## config.mk

```make
export PLATFORM = sky130hd
export DESIGN_NAME = rgb8_div_sched
export DESIGN_NICKNAME = d
export VERILOG_FILES = /design/src/rtl/rgb8_div_sched.sv
export SDC_FILE = /design/constraint.sdc
export NUM_CORES = 1
export LEC_CHECK = 0
export ABC_AREA = 1
export CORE_UTILIZATION = 30
export DETAILED_ROUTE_END_ITERATION = 10
export HOLD_SLACK_MARGIN = 0.02
export PLACE_DENSITY_LB_ADDON = 0.3
export SLEW_MARGIN = 30
export SYNTH_ARGS = -nofsm -noshare
export SYNTH_HDL_FRONTEND = slang
export SYNTH_SLANG_ARGS = --single-unit
```

## constraint.sdc

```tcl
create_clock -name clk -period 2.6 [get_ports clk]
set_input_delay 0.26 -clock clk [delete_from_list [all_inputs] [get_ports clk]]
set_output_delay 0.26 -clock clk [all_outputs]
set_load 0.02 [all_outputs]
```

## src/rtl/rgb8_div_sched.sv

```systemverilog
// Round-robin scheduler that shares one external RGB8 divider among NUM_REQ requesters.
// A single operation is in flight at a time: grant, strobe, wait (bounded), respond.
module rgb8_div_sched #(
  parameter int NUM_REQ = 4,
  parameter int TIMEOUT = 64
) (
  input  logic                              clk,
  input  logic                              resetn,
  input  logic [NUM_REQ-1:0]                req,
  input  logic [NUM_REQ-1:0][2:0][15:0]     req_a,
  input  logic [NUM_REQ-1:0][7:0]           req_b,
  output logic [NUM_REQ-1:0]                ack,
  output logic                              rsp_valid,
  output logic [2:0]                        rsp_id,
  output logic [2:0][7:0]                   rsp_q,
  output logic                              rsp_err,
  output logic                              div_strobe,
  output logic [2:0][15:0]                  div_a,
  output logic [7:0]                        div_b,
  input  logic                              div_valid,
  input  logic [2:0][7:0]                   div_q,
  output logic                              busy
);

  localparam int CW = $clog2(TIMEOUT + 1);
  // WAIT lasts TIMEOUT-1 cycles, so a timeout response lands TIMEOUT+1 cycles after div_strobe.
  localparam logic [CW-1:0] CNT_LAST = CW'(TIMEOUT - 2);

  typedef enum logic [1:0] {IDLE, ISSUE, WAIT, RESP} state_t;

  state_t                   state, state_n;
  logic [2:0]               rr_ptr, rr_n;
  logic [2:0]               win, win_n;
  logic [CW-1:0]            cnt, cnt_n;
  logic [NUM_REQ-1:0]       ack_n;
  logic                     rsp_valid_n, rsp_err_n, strobe_n, busy_n;
  logic [2:0]               rsp_id_n;
  logic [2:0][7:0]          rsp_q_n;
  logic [2:0][15:0]         div_a_n, sel_a;
  logic [7:0]               div_b_n, sel_b;
  logic                     grant, hi_found;
  logic [2:0]               gidx, hi_idx, lo_idx;

  // Rotating priority: lowest set bit at or above rr_ptr, else lowest set bit overall.
  always_comb begin
    grant    = 1'b0;
    hi_found = 1'b0;
    hi_idx   = '0;
    lo_idx   = '0;
    for (int j = NUM_REQ - 1; j >= 0; j--) begin
      if (req[j]) begin
        grant  = 1'b1;
        lo_idx = 3'(j);
        if (3'(j) >= rr_ptr) begin
          hi_found = 1'b1;
          hi_idx   = 3'(j);
        end
      end
    end
    gidx  = hi_found ? hi_idx : lo_idx;
    sel_a = '0;
    sel_b = '0;
    for (int j = 0; j < NUM_REQ; j++) begin
      if (3'(j) == gidx) begin
        sel_a = req_a[j];
        sel_b = req_b[j];
      end
    end
  end

  always_comb begin
    state_n     = state;
    rr_n        = rr_ptr;
    win_n       = win;
    cnt_n       = cnt;
    ack_n       = '0;
    rsp_valid_n = 1'b0;
    rsp_id_n    = rsp_id;
    rsp_q_n     = rsp_q;
    rsp_err_n   = rsp_err;
    strobe_n    = 1'b0;
    div_a_n     = div_a;
    div_b_n     = div_b;
    case (state)
      IDLE: begin
        if (grant) begin
          win_n   = gidx;
          div_a_n = sel_a;
          div_b_n = sel_b;
          for (int j = 0; j < NUM_REQ; j++) ack_n[j] = (3'(j) == gidx);
          if (sel_b == 8'd0) begin
            state_n   = RESP;
            rsp_q_n   = {3{8'hFF}};
            rsp_err_n = 1'b0;
          end else begin
            state_n  = ISSUE;
            strobe_n = 1'b1;
          end
        end
      end
      ISSUE: begin
        state_n = WAIT;
        cnt_n   = '0;
      end
      WAIT: begin
        cnt_n = cnt + CW'(1);
        if (div_valid) begin
          state_n   = RESP;
          rsp_q_n   = div_q;
          rsp_err_n = 1'b0;
        end else if (cnt == CNT_LAST) begin
          state_n   = RESP;
          rsp_q_n   = {3{8'hFF}};
          rsp_err_n = 1'b1;
        end
      end
      RESP: begin
        state_n     = IDLE;
        rsp_valid_n = 1'b1;
        rsp_id_n    = win;
        rr_n        = (win == 3'(NUM_REQ - 1)) ? 3'd0 : win + 3'd1;
      end
      default: state_n = IDLE;
    endcase
    busy_n = (state_n != IDLE);
  end

  always_ff @(posedge clk or negedge resetn) begin
    if (!resetn) begin
      state      <= IDLE;
      rr_ptr     <= '0;
      win        <= '0;
      cnt        <= '0;
      ack        <= '0;
      rsp_valid  <= 1'b0;
      rsp_id     <= '0;
      rsp_q      <= '0;
      rsp_err    <= 1'b0;
      div_strobe <= 1'b0;
      div_a      <= '0;
      div_b      <= '0;
      busy       <= 1'b0;
    end else begin
      state      <= state_n;
      rr_ptr     <= rr_n;
      win        <= win_n;
      cnt        <= cnt_n;
      ack        <= ack_n;
      rsp_valid  <= rsp_valid_n;
      rsp_id     <= rsp_id_n;
      rsp_q      <= rsp_q_n;
      rsp_err    <= rsp_err_n;
      div_strobe <= strobe_n;
      div_a      <= div_a_n;
      div_b      <= div_b_n;
      busy       <= busy_n;
    end
  end

endmodule

```

Yosys cells after proc, flatten, opt, wreduce, memory -nomap -nowiden:

Index checks and enable logic that the tools add are counted.

* add/sub/neg operators: 2
* multipliers: 0
* divide/modulo/power cells: 0
* order comparisons: 4
* equality and inequality tests: 11
* shift-type cells: 0
* mux-type cells: 56
* bitwise gates (word level): 0
* reduce and logical (&&, ||, !) cells: 8

Operators by type and width (count)
* 48-bit 2-to-1 mux: 4
* 24-bit 2-to-1 mux: 4
* 24-bit case mux with 2 select lines: 1
* 3-bit 2-to-1 mux: 11
* 8-bit 2-to-1 mux: 4
* 1-bit 2-to-1 mux: 20
* 2-bit 2-to-1 mux: 7
* 7-bit case mux with 2 select lines: 1
* 8-bit logical NOT: 1
* 4-bit 2-to-1 mux: 2
* 2-bit case mux with 4 select lines: 1
* 7-bit by 1-bit adder with 7-bit output, second input constant: 1
* 7-bit by 6-bit equality test with 1-bit output, second input constant: 1
* 2-bit by 3-bit equality test with 1-bit output, first input constant: 2
* 1-bit by 3-bit greater-or-equal comparator with 1-bit output, first input constant: 2
* 2-bit by 3-bit greater-or-equal comparator with 1-bit output, first input constant: 2
* 2-bit nonzero test: 3
* 2-bit equality test, second input constant: 2
* 2-bit != test, second input constant: 2
* 4-bit AND reduction: 1
* 3-bit by 1-bit adder with 3-bit output, second input constant: 1
* 1-bit by 3-bit equality test with 1-bit output, first input constant: 1
* 3-bit by 2-bit equality test with 1-bit output, second input constant: 1
* 3-bit logical NOT: 1
* other kinds (5): 5

* register bits after elaboration: 106
* bits in latches: 0
* bits in writable memories: 0
* ROM bits: 0
* input bits: 255
* output and inout port bits: 91
* word-level logic and storage cells: 98
* memories: 0

Depth between registers and ports, before layout:

Gate-level depths: netlist of the first run.

* depth in word-level cells: 20
* gate-level depth with buffers: 19
* gate-level depth less buffers: 18

Worst setup path before layout of the first run:

Ideal clock, no wire load.

* path kind: register -> register
* from: reg rr_ptr[1]
* to: reg rsp_err
* library setup time: 0.117 ns
* arrival: 1.906 ns
* data required time: 2.483 ns
* setup slack: 0.577 ns
* stages on the path, launching flop included: 17
* buffers on the path: 2
* period minus slack after synthesis: 2.023 ns
* path through: dfrtp_1 -> nor2_1 -> a21oi_2 -> nand2_1 -> buf_6 -> nand3_2 -> nor2_1 -> nor2_1 -> nor2_1 -> nand2_1 -> nor2_2 -> nand2_1 -> nand2_4 -> nand2_4 -> buf_6 -> nand2_1 -> nand2_1

* word-level cells in the longest chain between the ends: 18
* elaborated cells between the ends (all ways): 32
* classes of those cells: 4 x order compare; 4 x eq/ne; 21 x mux; 3 x reduce/logical

Ends and longest elaborated chain
* start, declared: line 32 `logic [2:0] rr_ptr, rr_n;`
* start signal, assigned: line 145 `rr_ptr <= rr_n;`
* 2-bit by 3-bit greater-or-equal comparator with 1-bit output: line 54 `if (3'(j) >= rr_ptr) begin`
* 2-bit 2-to-1 mux / 1-bit 2-to-1 mux (equally long branches): line 54
* 2-bit 2-to-1 mux / 1-bit 2-to-1 mux (equally long branches): line 51 `if (req[j]) begin`
* 3-bit 2-to-1 mux / 1-bit 2-to-1 mux (equally long branches): line 54
* 3-bit 2-to-1 mux / 1-bit 2-to-1 mux (equally long branches): line 51
* 3-bit 2-to-1 mux / 1-bit 2-to-1 mux (equally long branches): line 54
* 3-bit 2-to-1 mux / 1-bit 2-to-1 mux (equally long branches): line 51
* 3-bit 2-to-1 mux / 1-bit 2-to-1 mux (equally long branches): line 54
* 3-bit 2-to-1 mux / 1-bit 2-to-1 mux (equally long branches): line 51
* 3-bit 2-to-1 mux *: line 60 `gidx = hi_found ? hi_idx : lo_idx;`
* 3-bit logical NOT: line 64 `if (3'(j) == gidx) begin`
* 8-bit 2-to-1 mux (3 in series): line 64
* 8-bit 2-to-1 mux *: line 64
* 8-bit logical NOT *: line 91 `if (sel_b == 8'd0) begin`
* 2-bit != test (no line) *
* 4-bit AND reduction (no line) *
* end signal, assigned: line 152 `rsp_err <= rsp_err_n;`
* end, declared: line 16 `output logic rsp_err,`

Mark *: on every way between the ends. The rest lies on a longest branch, timed or not.
A chain may end at the register's enable or synchronous reset.

Worst setup path after layout of the first run:

* from: reg rr_ptr[1]
* to: reg rsp_q[21] (netlist name)

* word-level cells in the longest chain between the ends: 18
* elaborated cells between the ends (all ways): 32
* classes of those cells: 4 x order compare; 4 x eq/ne; 21 x mux; 3 x reduce/logical

Ends and longest elaborated chain
* 2-bit by 3-bit greater-or-equal comparator with 1-bit output: line 54
* 2-bit 2-to-1 mux / 1-bit 2-to-1 mux (equally long branches): line 54
* 2-bit 2-to-1 mux / 1-bit 2-to-1 mux (equally long branches): line 51
* 3-bit 2-to-1 mux / 1-bit 2-to-1 mux (equally long branches): line 54
* 3-bit 2-to-1 mux / 1-bit 2-to-1 mux (equally long branches): line 51
* 3-bit 2-to-1 mux / 1-bit 2-to-1 mux (equally long branches): line 54
* 3-bit 2-to-1 mux / 1-bit 2-to-1 mux (equally long branches): line 51
* 3-bit 2-to-1 mux / 1-bit 2-to-1 mux (equally long branches): line 54
* 3-bit 2-to-1 mux / 1-bit 2-to-1 mux (equally long branches): line 51
* 3-bit 2-to-1 mux *: line 60
* 3-bit logical NOT: line 64
* 8-bit 2-to-1 mux (3 in series): line 64
* 8-bit 2-to-1 mux *: line 64
* 8-bit logical NOT *: line 91
* 2-bit != test (no line) *
* 4-bit AND reduction (no line) *
* end signal, assigned: line 151 `rsp_q <= rsp_q_n;`
* end, declared: line 15 `output logic [2:0][7:0] rsp_q,`

Marked as above.

==> impl_table.tex, run 1 <==
\begin{tabular}{lr}
\hline
Metric & Value \\
\hline
\multicolumn{2}{l}{\textbf{Detailed routing}} \\
\quad Number of routed nets with antenna violations & 0 \\
\quad Routed Wire Length & 21400 um \\
\quad Vias & 6499 \\
\quad Final routed wire length divided by cell count & 15.9 um \\
\quad DRT iter0 DRCs & 314 \\
\quad Drc violations & 0 \\
\quad Detailed Routing Iterations Pass 1 & 4 \\
\quad Via density & 4.84 \\
\multicolumn{2}{l}{\textbf{Pwr}} \\
\quad Pwr/cell area & 1080 nW/um2 \\
\quad Internal Power & 0.00594 W \\
\quad VDD IR max & 0.504 mV \\
\quad Switching portion of total power & 44.2\% \\
\quad Relative contribution of the clock network to total power & 13.1\% \\
\quad Proportion of power drawn by combinational gates & 60.8\% \\
\quad Net switching power of the design & 0.00470 W \\
\quad Seq pwr share & 26.2\% \\
\quad Cell leakage power & 4.27 nW \\
\multicolumn{2}{l}{\textbf{Placed design}} \\
\quad RD Place Congestion & 0.862 \\
\quad HPWL after detailed placement & 16100 um \\
\quad I/O Buffers & 344 \\
\quad Placed cell area & 9570 um2 \\
\multicolumn{2}{l}{\textbf{Clocking}} \\
\quad Resize count post-CTS & 0 \\
\quad Clock buffers created by TritonCTS & 9 \\
\quad CTS clk-pin slew, worst paths & 70 ps \\
\quad Number of buffers on the longest clock path & 2 \\
\quad Number of clock sinks seen by CTS & 103 \\
\quad TritonCTS clock tree & built \\
\quad Clock root buffer master & sky130\_fd\_sc\_hd\_\_clkbuf\_16 \\
\quad \# H-tree levels & 3 \\
\quad Setup bufs post-CTS & 0 \\
\quad Clk\_lat worst skew & 350 ps \\
\multicolumn{2}{l}{\textbf{Critical path}} \\
\quad CP Buf/Inv Count & 2 \\
\quad Type of the worst setup path & reg -> reg \\
\quad Cell with the most instances on the worst path & sky130\_fd\_sc\_hd\_\_nand2\_1 \\
\quad Worst path cell trace & nor2\_1, a21oi\_2, nand2\_2, inv\_2, nand2\_4, buf\_4, nor2\_1, nor2\_1, nand2\_1, nor2\_2, nand2\_1, nand2\_4, nand2\_4, nand2\_1, nand2\_1 \\
\quad Stages on the worst setup path & 15 \\
\quad CP Capture Type & register \\
\quad Crit path required time & 2850 ps \\
\quad Top cell family by delay on the critical path & simple AND/OR/NAND/NOR gates \\
\quad Startpoint type of the worst setup path & register \\
\quad Crit Path Max Fanout & 25 \\
\quad Delay of the slowest cell on the worst path & 410 ps \\
\quad Arrival time worst endpoint & 2590 ps \\
\quad Number of cell instances on the worst register-to-register path & 15 \\
\quad Worst path slowest cell & sky130\_fd\_sc\_hd\_\_dfrtp\_1 \\
\multicolumn{2}{l}{\textbf{STA}} \\
\quad Slew @ Worst Pin & 633 ps \\
\quad Fin crit share & 90.3\% \\
\quad Worst-case headroom to the max-slew limit & 57.8\% \\
\quad Maximum achievable frequency & 426 MHz \\
\quad Setup repair after global routing missed its margin & no \\
\quad Number of slew-limit violations in the final report & 0 \\
\quad Final critical delay including setup and external delays & 2350 ps \\
\quad Endpoints failing hold & 0 \\
\quad Fin Clk Skew & 7.32 ps \\
\quad Total negative slack & 0 ps \\
\quad \# setup viols final & 0 \\
\multicolumn{2}{l}{\textbf{Yosys}} \\
\quad Cell types with the largest area share after synthesis & sky130\_fd\_sc\_hd\_\_dfrtp\_1, sky130\_fd\_sc\_hd\_\_nand2\_1, sky130\_fd\_sc\_hd\_\_o21ai\_0 \\
\quad Area share of the leading cell type in the synthesized netlist & 44.7\% \\
\quad Total of warnings raised by yosys & 0 \\
\quad Number of nets in the synthesized netlist & 1028 \\
\quad Total of flip-flops plus latches after synthesis & 103 \\
\quad Cell Area, Synth & 5770 um2 \\
\quad Gate count of the mapped netlist & 767 \\
\quad Synthesized area per cell & 7.52 um2 \\
\quad Cell taking the most area after synthesis & sky130\_fd\_sc\_hd\_\_dfrtp\_1 \\
\quad Unique masters post-synth & 33 \\
\quad Proportion of synthesized chip area in sequential cells & 44.7\% \\
\multicolumn{2}{l}{\textbf{GRT}} \\
\quad Via count of the first global-routing pass & 6130 \\
\quad Met1 track demand over resource & 25.9\% \\
\quad Met3 GRT Util & 6.05\% \\
\quad Global-route layer with the greatest usage & met2 \\
\quad Residual overflow from global routing & 0 \\
\quad Pin count of the biggest net entering global routing & 104 \\
\quad GRT Overall Usage & 21.6\% \\
\quad Wire length of the first global-routing pass & 33000 um \\
\quad Antenna violations before repair & 1 \\
\quad Met2 track utilization from global routing & 37.1\% \\
\multicolumn{2}{l}{\textbf{Layout}} \\
\quad Layout Cell Area excl Fill & 9880 um2 \\
\quad Layout cells sized above 1 & 7.50\% \\
\quad Growth of design area from synthesis to finish & 71.3\% \\
\quad Nets & 1363 \\
\quad Filler cell count in the final layout & 1813 \\
\multicolumn{2}{l}{\textbf{Die}} \\
\quad I/O pin cnt & 346 \\
\quad Height of the die & 141 um \\
\quad Area of the die & 19800 um2 \\
\quad Floorplan row count & 50 \\
\quad Placeable Area & 18800 um2 \\
\quad Horiz. Die Dim & 141 um \\
\quad Initial standard-cell utilization of the core & 30.7\% \\
\multicolumn{2}{l}{\textbf{Flow run}} \\
\quad Max-capacitance violation count & 0 \\
\multicolumn{2}{l}{\textbf{Status}} \\
\quad Outcome & finished clean \\
\multicolumn{2}{l}{\textbf{Min path}} \\
\quad Class of the tightest hold or removal check & in -> async \\
\hline
\end{tabular}
==> through the flow <==
step                      std cells  hold WS, ps  utilization [%]  setup WS [ps]  total power (W)
after CTS                      1341          455             52.6            261           0.0108
after global routing           1342          468             52.6           8.39           0.0115
final                          1342          470             52.6            251           0.0106
after detailed placement       1324          380             51.0          -54.4          0.00933
after global placement         1324          381             51.0          -11.9          0.00923
after floorplan                 767        -35.6                -            577          0.00647
==> routing by layer <==
| layer | wire length, um | vias to the layer above |
|---|---|---|
| met3 | 1580 | 30 |
| met5 | 0 | - |
| met1 | 8640 | 2984 |
| met2 | 10700 | 244 |
| met4 | 454 | 0 |
| li1 | - | 3241 |
==> cell families after synthesis <==
group                      Yosys count  synth area share [%]
DFF                                103                  44.7
other                                1                0.0650
adders and majority gates            6                  1.30
AOI/OAI and AO/OA                  165                  16.6
buffers and inverters               98                  7.53
and+or+nand+nor                    394                  29.9
==> worst min-delay path, cell delays in order <==
cell and delay [ps]:
sky130_fd_sc_hd__dlygate4sd3_1 530, sky130_fd_sc_hd__buf_4 110, sky130_fd_sc_hd__buf_12 370
==> Yosys cell counts (all sizes together) <==
cell type / count
o21a: 1
nor3: 27
a22oi: 1
nand4: 10
buf: 19
conb: 1
o21ai: 67
ha: 6
dfrtp: 103
o31ai: 1
a21oi: 52
a21boi: 1
a31oi: 15
clkinv: 2
nor2: 64
inv: 46
nand2: 208
or2: 27
nand3: 57
a221oi: 24
clkbuf: 31
o22ai: 2
a211o: 1
nor3b: 1
==> sequential cells by signal, summed over array words and instances (netlist names) <==
signal / cells
ack: 4
busy: 1
cnt: 7
div_a: 48
div_b: 8
div_strobe: 1
rr_ptr: 2
rsp_err: 1
rsp_id: 2
rsp_q: 24
rsp_valid: 1
state: 2
win: 2
==> area by class of cell <==
| class | count | area (um2) | area share (%) |
|---|---|---|---|
| timing repair buffer | 374 | 3770 | 38.1 |
| multi-input combinational | 566 | 2760 | 27.9 |
| sequential | 103 | 2580 | 26.1 |
| tap | 234 | 293 | 2.96 |
| clock buffer | 10 | 229 | 2.32 |
| inverter | 48 | 180 | 1.82 |
| clock inverter | 6 | 68.8 | 0.696 |
| antenna | 1 | 2.50 | 0.0253 |
==> power groups by stage <==
stage          clock [W]  combinational (W)  sequential, W
2_1_floorplan          0            0.00289        0.00358
3_3_place_gp           0            0.00643        0.00280
3_5_place_dp           0            0.00653        0.00280
6_report         0.00139            0.00647        0.00279
5_1_grt          0.00150            0.00711        0.00288
4_1_cts          0.00144            0.00655        0.00279
==> final timing paths <==
path                            start         to  slack (ps)
setup / recovery            rr_ptr[1]  rsp_q[21]         250
hold / removal                 resetn  rsp_valid         470
setup reg to reg            rr_ptr[1]  rsp_q[21]         250
hold reg to reg              rsp_q[9]   rsp_q[9]         470
max in group asynchronous      resetn   div_b[6]        1590
min in group clk           req_a[174]  div_a[30]         470
==> what timing repair did <==
action | CTS | global route
endpoints found under the hold margin | 87 | 0
endpoints found under the setup margin | 0 | 0
hold buffers | 1 | 0
==> cell usage in the layout, fill, tap and decap left out, types with 3 or more instances in the layout <==
master,instances
sky130_fd_sc_hd__a21oi_1,51
sky130_fd_sc_hd__a221oi_1,24
sky130_fd_sc_hd__a31oi_1,15
sky130_fd_sc_hd__buf_12,8
sky130_fd_sc_hd__buf_4,22
sky130_fd_sc_hd__clkbuf_16,9
sky130_fd_sc_hd__clkdlybuf4s50_1,343
sky130_fd_sc_hd__dfrtp_1,103
sky130_fd_sc_hd__ha_1,6
sky130_fd_sc_hd__inv_1,43
sky130_fd_sc_hd__inv_2,3
sky130_fd_sc_hd__nand2_1,203
sky130_fd_sc_hd__nand2_4,4
sky130_fd_sc_hd__nand3_1,56
sky130_fd_sc_hd__nand4_1,10
sky130_fd_sc_hd__nor2_1,60
sky130_fd_sc_hd__nor2_2,4
sky130_fd_sc_hd__nor3_1,27
sky130_fd_sc_hd__o21ai_0,63
sky130_fd_sc_hd__o21ai_1,4
sky130_fd_sc_hd__or2_0,3
sky130_fd_sc_hd__or2_2,24
Note: power is estimated with default switching activity, not from simulation.
==> inputs of run 2 (changes only) <==
Settings changed: ABC_AREA 1 to 0.
==> run 2 against run 1 <==
The run now ends with negative setup slack left. Cell area up 8.1%. Non-clock buffer count up 35. Count of clock-buffer cells in the layout down 1. Critical path type unchanged. Largest power group unchanged. Highest routed layer unchanged.
==> impl_table.tex, run 2 <==
\begin{tabular}{lr}
\hline
Metric & Value \\
\hline
\multicolumn{2}{l}{\textbf{Detailed routing}} \\
\quad Vias & 6765 (+4.1\%) \\
\quad Detailed Routing Iterations Pass 1 & 5 (+1) \\
\quad Drc violations & 0 (unchanged) \\
\quad Via density & 4.95 (+2.2\%) \\
\quad Number of routed nets with antenna violations & 0 (unchanged) \\
\quad Final routed wire length divided by cell count & 17.1 um (+7.5\%) \\
\quad DRT iter0 DRCs & 319 (+1.6\%) \\
\quad Routed Wire Length & 23400 um (+9.5\%) \\
\multicolumn{2}{l}{\textbf{Die}} \\
\quad Placeable Area & 19700 um2 (+4.7\%) \\
\quad Floorplan row count & 51 (+2.0\%) \\
\quad I/O pin cnt & 346 (unchanged) \\
\quad Initial standard-cell utilization of the core & 30.8\% (+0.11 points) \\
\quad Height of the die & 144 um (+2.5\%) \\
\quad Area of the die & 20800 um2 (+5.0\%) \\
\quad Horiz. Die Dim & 144 um (+2.5\%) \\
\multicolumn{2}{l}{\textbf{Status}} \\
\quad Outcome & complete, but fails checks \\
\quad Violated checks & negative setup slack \\
\multicolumn{2}{l}{\textbf{Yosys}} \\
\quad Main synth FF type & sky130\_fd\_sc\_hd\_\_dfrtp\_1 \\
\quad Total of warnings raised by yosys & 0 (unchanged) \\
\quad Number of enable-type register cells in the synthesized netlist & 0 (unchanged) \\
\quad Synthesized area per cell & 8.21 um2 (+9.2\%) \\
\quad Total of flip-flops plus latches after synthesis & 103 (unchanged) \\
\quad Cell Area, Synth & 6060 um2 (+5.1\%) \\
\quad Fraction of synthesis flops using an asynchronous set or reset pin & 100\% (unchanged) \\
\quad Most numerous cell in the Yosys netlist & sky130\_fd\_sc\_hd\_\_nand2\_1 \\
\quad Cell taking the most area after synthesis & sky130\_fd\_sc\_hd\_\_dfrtp\_1 \\
\quad Gate count of the mapped netlist & 738 (-3.8\%) \\
\quad Top post-synthesis cells by count & sky130\_fd\_sc\_hd\_\_nand2\_1, sky130\_fd\_sc\_hd\_\_dfrtp\_1, sky130\_fd\_sc\_hd\_\_nand3\_1 \\
\quad Number of nets in the synthesized netlist & 999 (-2.8\%) \\
\quad Area share of the leading cell type in the synthesized netlist & 42.5\% (-2.2 points) \\
\quad Proportion of synthesized chip area in sequential cells & 42.5\% (-2.2 points) \\
\quad Cell types with the largest area share after synthesis & sky130\_fd\_sc\_hd\_\_dfrtp\_1, sky130\_fd\_sc\_hd\_\_nand2\_1, sky130\_fd\_sc\_hd\_\_a2bb2oi\_2 \\
\quad Unique masters post-synth & 45 (+36\%) \\
\multicolumn{2}{l}{\textbf{Critical path}} \\
\quad Crit Path Max Fanout & 6 (-76\%) \\
\quad Type of the worst setup path & reg -> reg \\
\quad R2r setup slk & -200 ps (-450 ps) \\
\quad CP Capture Type & register \\
\quad Arrival time worst endpoint & 3040 ps (+450 ps) \\
\quad Crit path required time & 2840 ps (about the same) \\
\quad Startpoint type of the worst setup path & register \\
\multicolumn{2}{l}{\textbf{STA}} \\
\quad \# setup viols final & 24 (+24) \\
\quad Fin Clk Skew & 12.2 ps (+4.87 ps) \\
\quad Total negative slack & -4180 ps (-4180 ps) \\
\quad Worst-case headroom to the max-slew limit & 58.3\% (+0.53 points) \\
\quad Number of slew-limit violations in the final report & 0 (unchanged) \\
\quad Maximum achievable frequency & 358 MHz (-16\%) \\
\quad Setup repair after global routing missed its margin & yes \\
\quad Endpoints failing hold & 0 (unchanged) \\
\quad Minimum setup slack in the final design & -197 ps (-448 ps) \\
\quad Final critical delay including setup and external delays & 2800 ps (+448 ps) \\
\quad Slew @ Worst Pin & 622 ps (-10.3 ps) \\
\quad Fin crit share & 108\% (+17 points) \\
\multicolumn{2}{l}{\textbf{Placed design}} \\
\quad RD Place Congestion & 0.858 (-0.38\%) \\
\quad I/O Buffers & 344 (unchanged) \\
\quad HPWL after detailed placement & 17500 um (+9.2\%) \\
\multicolumn{2}{l}{\textbf{GRT}} \\
\quad GRT Overall Usage & 21.8\% (+0.19 points) \\
\quad Wire length of the first global-routing pass & 34800 um (+5.4\%) \\
\quad Pin count of the biggest net entering global routing & 43 (-59\%) \\
\quad Residual overflow from global routing & 0 (unchanged) \\
\quad Via count of the first global-routing pass & 6709 (+9.4\%) \\
\quad Antenna violations before repair & 0 (-1) \\
\multicolumn{2}{l}{\textbf{Layout}} \\
\quad Most common library cell in the layout ignoring fill and taps & sky130\_fd\_sc\_hd\_\_clkdlybuf4s50\_1 \\
\quad Top library cells by usage in the layout, fill and taps aside & sky130\_fd\_sc\_hd\_\_clkdlybuf4s50\_1, sky130\_fd\_sc\_hd\_\_nand2\_1, sky130\_fd\_sc\_hd\_\_dfrtp\_1, sky130\_fd\_sc\_hd\_\_nand3\_1, sky130\_fd\_sc\_hd\_\_a21oi\_1 \\
\quad Layout cells sized above 1 & 13.5\% (+6.0 points) \\
\quad Largest regs & div\_a (48), rsp\_q (24), div\_b (8) \\
\quad Largest register FFs & 48 (unchanged) \\
\quad Nets & 1358 (-0.37\%) \\
\quad Register bank with the most flops & div\_a \\
\quad Post-layout utilization of the core & 54.3\% (+1.7 points) \\
\quad \# diodes & 0 (-1) \\
\quad Growth of design area from synthesis to finish & 76.1\% \\
\multicolumn{2}{l}{\textbf{Clocking}} \\
\quad CTS clk-pin slew, worst paths & 80 ps (about the same) \\
\quad Number of clock sinks seen by CTS & 103 (unchanged) \\
\quad Clock root buffer master & sky130\_fd\_sc\_hd\_\_clkbuf\_16 \\
\quad Clk\_lat worst skew & 350 ps (about the same) \\
\quad Number of buffers on the longest clock path & 2 (unchanged) \\
\quad TritonCTS clock tree & built \\
\quad \# H-tree levels & 3 (unchanged) \\
\quad Clock buffers created by TritonCTS & 9 (unchanged) \\
\multicolumn{2}{l}{\textbf{Min path}} \\
\quad Class of the tightest hold or removal check & in -> async \\
\multicolumn{2}{l}{\textbf{Pwr}} \\
\quad Cell leakage power & 4.42 nW (+3.4\%) \\
\quad VDD IR max & 0.454 mV (-9.9\%) \\
\quad Pwr/cell area & 1070 nW/um2 (-1.1\%) \\
\multicolumn{2}{l}{\textbf{Flow run}} \\
\quad Max-capacitance violation count & 0 (unchanged) \\
\hline
\end{tabular}
[run 2: changes by cell type after synthesis, sizes merged, moves of 21 or more]
cell / delta
a22oi: +27
nor2: -30
or2: -27
a2bb2oi: +24
nor3: -21
inv: -40
[run 2: power breakdown]
part           switching (W)  leakage, nW  internal, W  total (W)
clock network       0.000718        0.151     0.000691    0.00141
registers           0.000446         1.22      0.00234    0.00279
logic                0.00383         3.05      0.00334    0.00718
[run 2: cell type report]
| cell class | instances | area [um2] |
|---|---|---|
| fillers | 1872 | 8980 |
| repair buffers | 409 | 4100 |
| multi-input cells | 568 | 3330 |
| flip-flops and latches | 103 | 2580 |
| well taps | 265 | 332 |
| clock buffers | 9 | 225 |
| clock inverters | 7 | 91.3 |
| inverters | 6 | 22.5 |
[run 2: logic make-up (layout without fill, tap and decap cells)]
kind of cell,Yosys count,after routing,synth area share [%]
other cells,1,1,0.0619
flops,103,103,42.5
simple gates,346,347,24.9
mux,12,12,2.21
compound gates,202,202,23.9
buf+inv,68,431,5.22
fa+ha+maj,6,6,1.24
[run 2: final timing paths]
check                           from  cells after the start         to
setup / recovery           rr_ptr[1]                      9  rsp_q[14]
hold / removal                resetn                      2   div_b[6]
setup reg to reg           rr_ptr[1]                      9  rsp_q[14]
hold reg to reg             div_a[5]                      2   div_a[5]
max in group asynchronous     resetn                      3  rsp_q[16]
min in group clk            div_q[1]                      2   rsp_q[1]
[run 2: per-stage QoR]
stage	instance area, um2	cells	hold slack, ps	total power (W)	setup slack (ps)
6_report	10700	1367	422	0.0114	-197
5_1_grt	10700	1367	460	0.0122	-264
4_1_cts	10500	1359	433	0.0113	-153
3_5_place_dp	10100	1342	264	0.00977	-606
3_3_place_gp	10100	1342	265	0.00965	-543
2_1_floorplan	6110	738	-35.6	0.00665	-156
[run 2: critical path, cell delays in order (launching register included)]
cell and delay, ps:
sky130_fd_sc_hd__dfrtp_2 460, sky130_fd_sc_hd__or4_4 600, sky130_fd_sc_hd__and3_4 200, sky130_fd_sc_hd__a211o_1 280
sky130_fd_sc_hd__a2111oi_4 350, sky130_fd_sc_hd__buf_4 200, sky130_fd_sc_hd__a41oi_4 140, sky130_fd_sc_hd__buf_12 180
sky130_fd_sc_hd__clkbuf_16 150, sky130_fd_sc_hd__a2bb2oi_2 130
[run 2: metal layers]
metal | global-route usage (%) | routed length [um]
met5 | 0 | 0
met4 | 7.65 | 574
met3 | 5.26 | 1740
met2 | 37.2 | 11500
met1 | 26.7 | 9610
[run 2: timing repair]
action,in CTS,in global routing
gates cloned,0,4
pin swaps,1,10
hold buffers,1,0
setup buffers,0,4
gates resized for setup,4,24
endpoints found under the hold margin,35,0
endpoints found under the setup margin,25,27
